--- src/rtl/dram_portb_ctrl.sv ---
// RAM port-B command controller: word read, byte-masked write and block fill, with word-address range checking.
// Build option DRAM_PORTB_CTRL_READBACK_EN adds a one-cycle VERIFY readback after every in-range write.
module dram_portb_ctrl #(
  parameter int LEN_W      = 12,
  parameter int WORD_LIMIT = 4096
) (
  input  logic             clk,
  input  logic             rst_n,
  input  logic             cmd_valid,
  output logic             cmd_ready,
  input  logic [1:0]       cmd_op,
  input  logic [29:0]      cmd_addr,
  input  logic [31:0]      cmd_wdata,
  input  logic [3:0]       cmd_be,
  input  logic [LEN_W-1:0] cmd_len,
  output logic             rsp_valid,
  input  logic             rsp_ready,
  output logic [31:0]      rsp_rdata,
  output logic             rsp_err,
  output logic [29:0]      ram_addrb,
  output logic [3:0]       ram_web,
  output logic [31:0]      ram_dinb,
  input  logic [31:0]      ram_doutb,
  output logic             busy
);
  localparam logic [2:0] ST_IDLE  = 3'd0;
  localparam logic [2:0] ST_READ  = 3'd1;
  localparam logic [2:0] ST_WRITE = 3'd2;
  localparam logic [2:0] ST_FILL  = 3'd3;
  localparam logic [2:0] ST_RESP  = 3'd5;
`ifdef DRAM_PORTB_CTRL_READBACK_EN
  localparam logic [2:0] ST_VERIFY = 3'd4;
`endif
  localparam logic [1:0] OP_READ  = 2'b00;
  localparam logic [1:0] OP_WRITE = 2'b01;
  localparam logic [1:0] OP_FILL  = 2'b10;
  localparam logic [30:0] LIMIT   = 31'(WORD_LIMIT);

  logic [2:0]       state;
  logic [1:0]       op_q;
  logic [29:0]      addr_q;
  logic [31:0]      wdata_q;
  logic [3:0]       be_q;
  logic [LEN_W-1:0] cnt_q;
  logic [31:0]      rdata_q;
  logic             err_q;
  logic             in_range;
  logic             addr_max;

  // One extra bit so a limit of 2^30 words still compares correctly.
  assign in_range = {1'b0, addr_q} < LIMIT;
  assign addr_max = &addr_q;

`ifdef DRAM_PORTB_CTRL_READBACK_EN
  logic [31:0] be_mask;
  assign be_mask = {{8{be_q[3]}}, {8{be_q[2]}}, {8{be_q[1]}}, {8{be_q[0]}}};
`endif

  always_ff @(posedge clk or negedge rst_n) begin
    if (!rst_n) begin
      state   <= ST_IDLE;
      op_q    <= '0;
      addr_q  <= '0;
      wdata_q <= '0;
      be_q    <= '0;
      cnt_q   <= '0;
      rdata_q <= '0;
      err_q   <= 1'b0;
    end else begin
      case (state)
        ST_IDLE: if (cmd_valid) begin
          op_q    <= cmd_op;
          addr_q  <= cmd_addr;
          wdata_q <= cmd_wdata;
          be_q    <= cmd_be;
          cnt_q   <= cmd_len;
          case (cmd_op)
            OP_READ:  state <= ST_READ;
            OP_WRITE: state <= ST_WRITE;
            OP_FILL: begin
              if (cmd_len == '0) begin
                state   <= ST_RESP;
                rdata_q <= '0;
                err_q   <= 1'b0;
              end else begin
                state <= ST_FILL;
              end
            end
            default: begin
              state   <= ST_RESP;
              rdata_q <= '0;
              err_q   <= 1'b1;
            end
          endcase
        end
        ST_READ: begin
          rdata_q <= (in_range && op_q == OP_READ) ? ram_doutb : '0;
          err_q   <= !in_range;
          state   <= ST_RESP;
        end
        ST_WRITE: begin
`ifdef DRAM_PORTB_CTRL_READBACK_EN
          if (in_range) begin
            state <= ST_VERIFY;
          end else begin
            state   <= ST_RESP;
            rdata_q <= '0;
            err_q   <= 1'b1;
          end
`else
          state   <= ST_RESP;
          rdata_q <= '0;
          err_q   <= !in_range;
`endif
        end
`ifdef DRAM_PORTB_CTRL_READBACK_EN
        ST_VERIFY: begin
          state   <= ST_RESP;
          rdata_q <= '0;
          err_q   <= |((ram_doutb ^ wdata_q) & be_mask);
        end
`endif
        ST_FILL: begin
          if (!in_range) begin
            state   <= ST_RESP;
            rdata_q <= '0;
            err_q   <= 1'b1;
          end else begin
            cnt_q <= cnt_q - LEN_W'(1);
            if (cnt_q == LEN_W'(1)) begin
              state   <= ST_RESP;
              rdata_q <= '0;
              err_q   <= 1'b0;
            end else if (addr_max) begin
              // More words remain but the address space is exhausted; never wrap to 0.
              state   <= ST_RESP;
              rdata_q <= '0;
              err_q   <= 1'b1;
            end else begin
              addr_q <= addr_q + 30'd1;
            end
          end
        end
        ST_RESP: if (rsp_ready) state <= ST_IDLE;
        default: state <= ST_IDLE;
      endcase
    end
  end

  assign cmd_ready = (state == ST_IDLE);
  assign busy      = (state != ST_IDLE);
  assign rsp_valid = (state == ST_RESP);
  assign rsp_rdata = rdata_q;
  assign rsp_err   = err_q;

  // Port-B drive is decoded from state so reset silences the RAM immediately.
  always_comb begin
    ram_addrb = '0;
    ram_web   = '0;
    ram_dinb  = '0;
    case (state)
      ST_READ: ram_addrb = addr_q;
      ST_WRITE, ST_FILL: begin
        ram_addrb = addr_q;
        ram_dinb  = wdata_q;
        ram_web   = in_range ? be_q : 4'h0;
      end
`ifdef DRAM_PORTB_CTRL_READBACK_EN
      ST_VERIFY: ram_addrb = addr_q;
`endif
      default: ;
    endcase
  end
endmodule

--- config.mk ---
export PLATFORM = sky130hd
export DESIGN_NAME = dram_portb_ctrl
export DESIGN_NICKNAME = d
export VERILOG_FILES = /design/src/rtl/dram_portb_ctrl.sv
export SDC_FILE = /design/constraint.sdc
export NUM_CORES = 1
export LEC_CHECK = 0
export CORE_UTILIZATION = 45
export CTS_CLUSTER_SIZE = 28
export DETAILED_ROUTE_END_ITERATION = 16
export MAX_ROUTING_LAYER = met4
export PLACE_DENSITY = 0.92
export SLEW_MARGIN = 40
export SYNTH_ARGS = -nofsm -noshare
export SYNTH_HDL_FRONTEND = slang
export SYNTH_SLANG_ARGS = --single-unit
--- constraint.sdc ---
create_clock -name clk -period 2.55 [get_ports clk]
set_clock_uncertainty 0.05 [all_clocks]
set_input_delay 0.51 -clock clk [delete_from_list [all_inputs] [get_ports clk]]
set_output_delay 0.51 -clock clk [all_outputs]
set_load 0.02 [all_outputs]
**Word level (Yosys, flattened, before mapping)**

Index checks and enable logic that the tools add are counted.

- Bits in registers: 116
- Bits of input ports: 116
- Output and inout port bits: 102

- Add/subtract/negate cells: 2
- Magnitude comparators: 1
- Eq/ne operators: 15
- Multiplexer cells: 35
- Reduce and logical (&&, ||, !) cells: 21

Operators with widths:

| kind | count |
|---|---|
| $mux 32 | 7 |
| $mux 30 | 5 |
| $pmux 32 s4 | 1 |
| $pmux 32 s2 | 1 |
| $pmux 30 s2 | 1 |
| $add 30x1->30 const B | 1 |
| $lt 30x13->1 const B | 1 |
| $reduce_and 30->1 | 1 |
| $mux 12 | 2 |
| $pmux 12 s2 | 1 |
| $mux 3 | 6 |
| $reduce_and 5->1 | 3 |
| $eq 12x1->1 const B | 1 |
| $logic_not 12->1 | 1 |
| $pmux 3 s4 | 1 |
| $sub 12x1->12 const B | 1 |
| $ne 2x2->1 const B | 5 |
| $pmux 3 s3 | 1 |
| $mux 4 | 2 |
| $eq 3x2->1 const B | 2 |
| $reduce_and 3->1 | 2 |
| $reduce_bool 3->1 | 2 |
| $reduce_or 2->1 | 3 |
| $mux 1 | 5 |
| other kinds (17) | 18 |

**Depth between registers and ports, before layout**

Gate-level depths: netlist of the first run.

- Word-level depth: 5
- Depth in mapped cells: 9
- Gate-level depth less buffers: 7

**Worst setup path before layout of the first run**

No wires, ideal clock.

- Path type: reg2reg
- Start point: reg state[0]
- End point: reg op_q[0]
- Library setup time: 0.065 ns
- Data arrival time: 2.104 ns
- Data required time: 2.435 ns
- Path slack: 0.331 ns
- Stages on the path, launching flop included: 8
- Path buffers: 3
- Path through: dfrtp_1 > nor3_1 > and2_1 > clkbuf_1 > clkbuf_1 > clkbuf_1 > nand2_1 > nand2_1

- Cells in the longest elaborated chain, start to end: 2

RTL lines:

| what | line | RTL |
|---|---|---|
| start: declaration | 39 | `logic [2:0] state;` |
| start signal: assignment | 61 | `state <= ST_IDLE;` |
| start signal: assignment | 78 | `OP_READ: state <= ST_READ;` |
| start signal: assignment | 79 | `OP_WRITE: state <= ST_WRITE;` |
| $logic_not 3->1 | -- |  |
| via cmd_ready | 10 | `output logic cmd_ready,` |
| $reduce_and 2->1 (no line) | -- |  |
| end signal: assignment | 72 | `op_q <= cmd_op;` |
| end: declaration | 40 | `logic [1:0] op_q;` |

The timed path passes the listed nets, and every way through them passes these cells.
A chain may end at the register's enable or synchronous reset.

**Worst setup path after layout of the first run**

- Start point: reg state[2]
- End point: out cmd_ready

- Cells in the longest elaborated chain, start to end: 1

RTL lines:

| what | line | RTL |
|---|---|---|
| $logic_not 3->1 | 150 | `assign cmd_ready = (state == ST_IDLE);` |
| end: declaration | 10 |  |

No other way between the ends.

==> metrics.md, run 1 <==
| Metric | Value |
|---|---|
| Slew HR | between 60% and 70% |
| Height of the die | 115.0 um |
| Final WS setup | about 58 ps |
| Via-to-Cell Ratio | between 5 and 6 |
| Worst skew pair latency | roughly 400 ps |
| # hold bufs at CTS | 0 |
| Crit end category | output pin |
| Layout cell share with drive strength beyond 1 | a little over a tenth |
| Ports | between 200 and 250 |
| DRT Pass-1 Iters | 7 |
| Setup WS pre-CTS | -54.22 ps |
| Initial antenna violation count | 0 |
| CTS tree | yes |
| Top cells by area, synth | dfrtp_1, nand2_1, and2_1, a22o_1, a21oi_1 |
| Largest net degree at the start of global routing | 45 |
| DRT antenna net count | 0 |
| Number of global-route vias before repair | ~5,700 |
| Global-route wire length before repair | approximately 28,000 um |
| Synth Area per Inst | between 8 and 9 um^2 |
| CP Buf/Inv Count | 2 |
| Final setup vio count | 0 |
| Count leader, synth | nand2_1 |
| Critical path class | flip-flop to output pin |
| RSZ-0062 raised after global routing | false |
| Root Buffer | clkbuf_16 |
| Area delta synth->final | 55.48% |
| Worst min-delay path category | input port to async pin |
| DR DRC count | 0 |
| Via count | roughly 5,800 |
| Drt total wl | ~18,000 um |
| DIE AREA | 13,240 um^2 |
| Number of synthesized flops with an enable pin | 0 |
| GRT overflow | 0 |
| Max FO, Critical Path | 12 |
| Fmax | 0.4014 GHz |
| Critical Path Slowest Stage Cell | clkdlybuf4s50_1 |
| Worst path cell trace | nor3_4, buf_4, clkdlybuf4s50_1 |
| Dpl hpwl | around 13,000 um |
| Max-slew violations | 0 |
| Power Total | 8.981 mW |
| Mapped Cells | between 600 and 700 |
| Period utilization | between 90% and 100% |
| Clk sinks | about 120 |
| Total track usage | 28.32% |
| Mapped Nets | approximately 760 |
| Synth Flop Type | dfrtp_1 |
| Yosys reg bits | about 120 |
| H-tree Lvls | 4 |
| Nets | about 990 |
| GPL Wtd Cong | slightly above 1 |
| Cell total after placement | 1,021 |
| Final Hold Fails | 0 |
| CTS max path bufs | 2 |
| Initial Util | 47.09% |
| Finished Layout Cells | approximately 1,100 |
| Crit path DAT | slightly below 2000 ps |
| Setup TNS | 0 ps |
| Worst VDD drop | approximately 0.57 mV |
| Pleak | around 4.2 nW |
| TritonCTS Buffers | 17 |
| Post-synthesis sequential area ratio | between 50 and 60% |
| Mapped cell area | 5751 um^2 |
| Post-synth top area share | between 50% and 60% |
| WL per Instance | 17.11 um |
| WP data required | slightly below 2000 ps |
| MaxCap Viol Count | 0 |
| Pwr/cell area | 1004 nW/um^2 |
| # rows | 40 |
| Fin crit period | roughly 2500 ps |
| Asr flop ratio synth | 100.0% |
| Synth warnings | 0 |
| Status | complete, no violations |
| # diodes | 0 |
| Synth area leader | dfrtp_1 |
| Distinct cells, synth | 50 |
| Crit path launch type | flip-flop |
| First DRT Iteration DRCs | 465 |
| Core area | ~12,000 um^2 |
| Die W | roughly 120 um |
| Slowest stage delay, CP | 590 ps |
| Top cell family by delay on the critical path | buffers and inverters |
| Clk slew on worst S/H paths | approximately 60 ps |
| Top cells by count, synth | nand2_1, dfrtp_1, and2_1, a21oi_1, nor2_1 |
| IO Port Bufs | between 200 and 250 |
| Worst-Margin Slew | 560.3 ps |
## area by class of cell
class	instances	area, um^2
clock buffers	20	456.7
fillers	932	3271
inverters	9	33.78
well taps	168	210.2
multi-input cells	476	2714
flip-flops and latches	116	2908
clock inverters	12	201.4
repair buffers	252	2417
## layout by cell type (no fill, tap or decap), types with 3 or more instances in the layout
master           synthesis  final
clkdlybuf4s50_1          0    153
nand2_1                140    139
dfrtp_1                116    112
and2_1                  62     61
dlygate4sd2_1            0     59
a21oi_1                 43     43
nor2_1                  37     36
a22o_1                  32     32
buf_4                    0     29
nand3_1                 23     22
clkbuf_16                0     17
o21ai_0                 16     16
nor3_1                  16     15
o22ai_1                 14     14
and3_1                  12     12
a31oi_1                 10     10
inv_1                    9      9
nand4_1                  6      6
buf_12                   0      6
nor4_1                   9      5
o22a_1                   5      5
bufinv_16                0      5
o32ai_1                  4      4
dfrtp_2                  0      4
buf_2                    8      4
nor4_4                   0      3
o221a_2                  3      3
a211o_1                  3      3
a22oi_1                  3      3
a21o_1                   3      3
ha_1                     3      3
## path summary, 6_finish.rpt
check	start	end	slack, ps	cells after the start
hold / removal	rst_n	addr_q[7]	50	1
setup reg to reg	addr_q[28]	addr_q[21]	260	6
hold reg to reg	wdata_q[14]	wdata_q[14]	420	2
max in group asynchronous	rst_n	state[1]	1790	2
setup / recovery	state[2]	cmd_ready	60	3
min in group clk	wdata_q[14]	wdata_q[14]	420	2
## metal layers
layer / global-route usage (%) / wire length, um
met5: - / 0
met3: 7.222 / 1437
met2: 45.18 / 8803
met1: 35.05 / 7420
met4: 9.697 / 352
## per-stage QoR
stage,area (um^2),util (%),hold slack (ps)
2_1_floorplan,5751,-,164.4
3_3_place_gp,8293,67.91,398.6
3_5_place_dp,8293,67.91,404.4
4_1_cts,8941,73.22,58.97
5_1_grt,8941,73.22,80.50
6_report,8941,73.22,49.00
## sequential cells by signal (all words and copies together) (netlist names)
name and count:
rsp_rdata 32, wdata_q 32, addr_q 30, cnt_q 12, be_q 4, state 3, op_q 2, rsp_err 1
## power by group
group / leakage [nW] / total (mW) / switching, mW / internal, mW
sequential: 1.43 / 3.08 / 0.613 / 2.47
combinational: 2.45 / 3.26 / 1.83 / 1.43
clock: 0.317 / 2.65 / 0.855 / 1.79
## repair_timing
action                     in CTS  in global routing
pin swaps                       1                  1
resized for setup              84                  8
buffers inserted                0                  0
setup endpoints to repair      65                  6
## worst register-to-register path, stage by stage, from the launching register on
cell and delay, ps:
dfrtp_1 420, nor4_4 340, nand3_2 130, buf_4 170, or3b_1 470, and2_4 240, a211o_1 340
## cell families (layout without fill, tap and decap cells)
family / count (synthesis) / after routing / share of synthesized area (%)
buf+inv: 51 / 293 / 3.764
flops: 116 / 116 / 50.48
mux: 3 / 3 / 0.5657
compound gates: 152 / 152 / 18.08
fa+ha+maj: 3 / 3 / 0.6528
simple gates: 318 / 318 / 26.46
(Power assumes the default switching activity.)
==> run 2: changes to the inputs <==
--- a/config.mk
+++ b/config.mk
@@ -5,11 +5,11 @@
 export SDC_FILE = /design/constraint.sdc
 export NUM_CORES = 1
 export LEC_CHECK = 0
-export CORE_UTILIZATION = 45
+export CORE_UTILIZATION = 30
 export CTS_CLUSTER_SIZE = 28
 export DETAILED_ROUTE_END_ITERATION = 16
 export MAX_ROUTING_LAYER = met4
-export PLACE_DENSITY = 0.92
+export PLACE_DENSITY = 0.68
 export SLEW_MARGIN = 40
 export SYNTH_ARGS = -nofsm -noshare
 export SYNTH_HDL_FRONTEND = slang
==> run 2 against run 1 <==
Against the previous run: cell area is 0.57% higher; sequential power fell by 3%; combinational power about the same; non-clock buffer count is 6 higher; global-route usage down 9.1 points; clock power is 11% lower; register-to-register slack got worse by 100 ps; largest cell class unchanged; critical path type unchanged; core utilization down 25 points; setup slack got worse by 16 ps; critical endpoint is now ram_addrb[15].
==> metrics.md, run 2 (synthesis results as in run 1) <==
| Metric | Value |
|---|---|
| Layout cell share with drive strength beyond 1 | 11.00% (+0.26 points) |
| Slowest stage delay, CP | 680 ps (+90 ps) |
| Largest net degree at the start of global routing | 105 (+130%) |
| Final Hold Fails | 0 (unchanged) |
| IO Port Bufs | 217 (unchanged) |
| Comb power frac | 37.9% (+1.6 points) |
| Setup WS pre-CTS | -70.35 ps (-16.12 ps) |
| Part of the power in registers | 34.7% (+0.4 points) |
| Setup crit start | state[2] |
| TritonCTS Buffers | 17 (unchanged) |
| Crit path DAT | 1950 ps (+20 ps) |
| First DRT Iteration DRCs | 283 (-39%) |
| Area delta synth->final | 56.38% |
| Global-route wire length before repair | 28,620 um (+1.7%) |
| Clk slew on worst S/H paths | 50 ps (about the same) |
| Core area | 18,770 um^2 (+54%) |
| Most common cell after layout, fill and taps aside | clkdlybuf4s50_1 |
| Worst VDD drop | 0.4918 mV (-14%) |
| Critical Path Slowest Stage Cell | clkdlybuf4s50_1 |
| Clk sinks | 116 (unchanged) |
| Worst skew pair latency | 410 ps (about the same) |
| DRT Pass-1 Iters | 5 (-2) |
| GPL Wtd Cong | 0.8952 (-11%) |
| Crit end category | output pin |
| FILL cells | 1,812 (+94%) |
| CTS max path bufs | 2 (unchanged) |
| Initial Util | 30.64% (-16 points) |
| Power Total | 8.632 mW (-3.9%) |
| Internal | 5.461 mW (-3.9%) |
| Number of global-route vias before repair | 5,498 (-3.4%) |
| Initial antenna violation count | 0 (unchanged) |
| Worst min-delay path category | flip-flop to flip-flop |
| Dpl hpwl | 12,820 um (+1.7%) |
| Total track usage | 19.22% (-9.1 points) |
| # rows | 50 (+25%) |
| R2R depth | 6 (unchanged) |
| Fmax | 0.3988 GHz (-0.62%) |
| Pwr/cell area | 959.9 nW/um^2 (-4.4%) |
| Slew HR | 56.99% (-5.7 points) |
| Nets | 997 (+0.61%) |
| H-tree Lvls | 4 (unchanged) |
| Max-slew violations | 0 (unchanged) |
| Status | complete, no violations |
| Worst path cell trace | nor3_1, clkdlybuf4s50_1 |
| Via count | 5,660 (-2.8%) |
| Post-Route Utilization | 47.91% (-25 points) |
| Root Buffer | clkbuf_16 |
| Reg2reg start | addr_q[23] |
| Ports | 218 (unchanged) |
| GRT overflow | 0 (unchanged) |
| Max FO, Critical Path | 7 (-5) |
| MaxCap Viol Count | 0 (unchanged) |
| Die W | 140.5 um (+22%) |
| Clock Power Share | 27.4% (-2.1 points) |
| Setup crit end | ram_addrb[15] |
| Pleak | 4.241 nW (+1.1%) |
| DRT antenna net count | 0 (unchanged) |
| Worst-Margin Slew | 645.1 ps (+84.81 ps) |
| R2r setup slk | 160 ps (-100 ps) |
| Commonest non-fill, non-tap cells in the layout | clkdlybuf4s50_1, nand2_1, dfrtp_1 |
| Final WS setup | 42.74 ps (-15.67 ps) |
| Critical path class | flip-flop to output pin |
| Drt total wl | 18,160 um (+0.82%) |
| WL per Instance | 16.14 um (-5.6%) |
| Height of the die | 140.5 um (+22%) |
| WP data required | 1990 ps (about the same) |
| Fin crit period | 2507 ps (+15.67 ps) |
| Period utilization | 98.32% (+0.61 points) |
| Via-to-Cell Ratio | 5.031 (-9.1%) |
| R2r endpoint | addr_q[28] |
| P_sw | 3.170 mW (-3.9%) |
| DR DRC count | 0 (unchanged) |
| Switching Fraction | 36.73% (about the same) |
| CTS tree | yes |
| # diodes | 0 (unchanged) |
| Final setup vio count | 0 (unchanged) |
| Crit path launch type | flip-flop |
| DIE AREA | 19,730 um^2 (+49%) |
==> run 2: how the worst min path moves through the flow <==
stage | from | end | slack [ps] | depth (start not counted)
after floorplan | rst_n | addr_q[0] | 160 | 0
final | wdata_q[15] | wdata_q[15] | 410 | 2
after global placement | rst_n | addr_q[3] | 320 | 1
after global routing | wdata_q[23] | wdata_q[23] | 440 | 2
after CTS | wdata_q[31] | wdata_q[31] | 420 | 2
after detailed placement | rst_n | addr_q[3] | 330 | 1
==> run 2: cell type report <==
cell class	count	area, um^2	share of cell area [%]
clock buffers	24	491.7	5.468
multi-input cells	476	2693	29.94
well taps	234	292.8	3.256
clock inverters	8	98.84	1.099
repair buffers	258	2476	27.54
inverters	9	33.78	0.3757
flip-flops and latches	116	2907	32.32
==> run 2: per-stage QoR <==
step	instance area [um^2]	hold slack [ps]	instances	TNS, ps
after global routing	8992	444.0	1125	-91.39
final	8992	410.1	1125	0
after floorplan	5751	164.4	643	0
after detailed placement	8393	325.0	1091	-383.3
after CTS	8927	416.5	1124	0
after global placement	8393	322.0	1091	-237.3
==> run 2: worst max-delay path: cells and delay by family, from the launching register on <==
| family | cells | cell delay [ps] |
|---|---|---|
| simple gates | 1 | 400 |
| buf+inv | 1 | 680 |
| flops | 1 | 460 |
==> run 2: metal layers <==
| metal | share of wire [%] | routed length [um] | global-route usage (%) |
|---|---|---|---|
| met5 | 0 | 0 | - |
| met4 | 2.3 | 412 | 7.551 |
| met3 | 7.0 | 1268 | 5.060 |
| met2 | 48 | 8717 | 29.89 |
| met1 | 43 | 7763 | 23.83 |
==> run 2: timing repair <==
item                                    4_1_cts  5_1_grt
endpoints found under the setup margin       65       19
gates resized for setup                      79       18
hold buffers                                  1        0
endpoints found under the hold margin        12        0
setup buffers                                 0        1
pin swaps                                     0        3
==> run 2: power by group through the flow <==
stage          Clock, mW  Combinational (mW)  Sequential, mW
6_report            2.36                3.27            3.00
2_1_floorplan          0                1.96            2.88
3_3_place_gp           0                3.41            2.97
4_1_cts             2.42                3.30            2.98
3_5_place_dp           0                3.46            2.98
5_1_grt             2.50                3.63            3.09
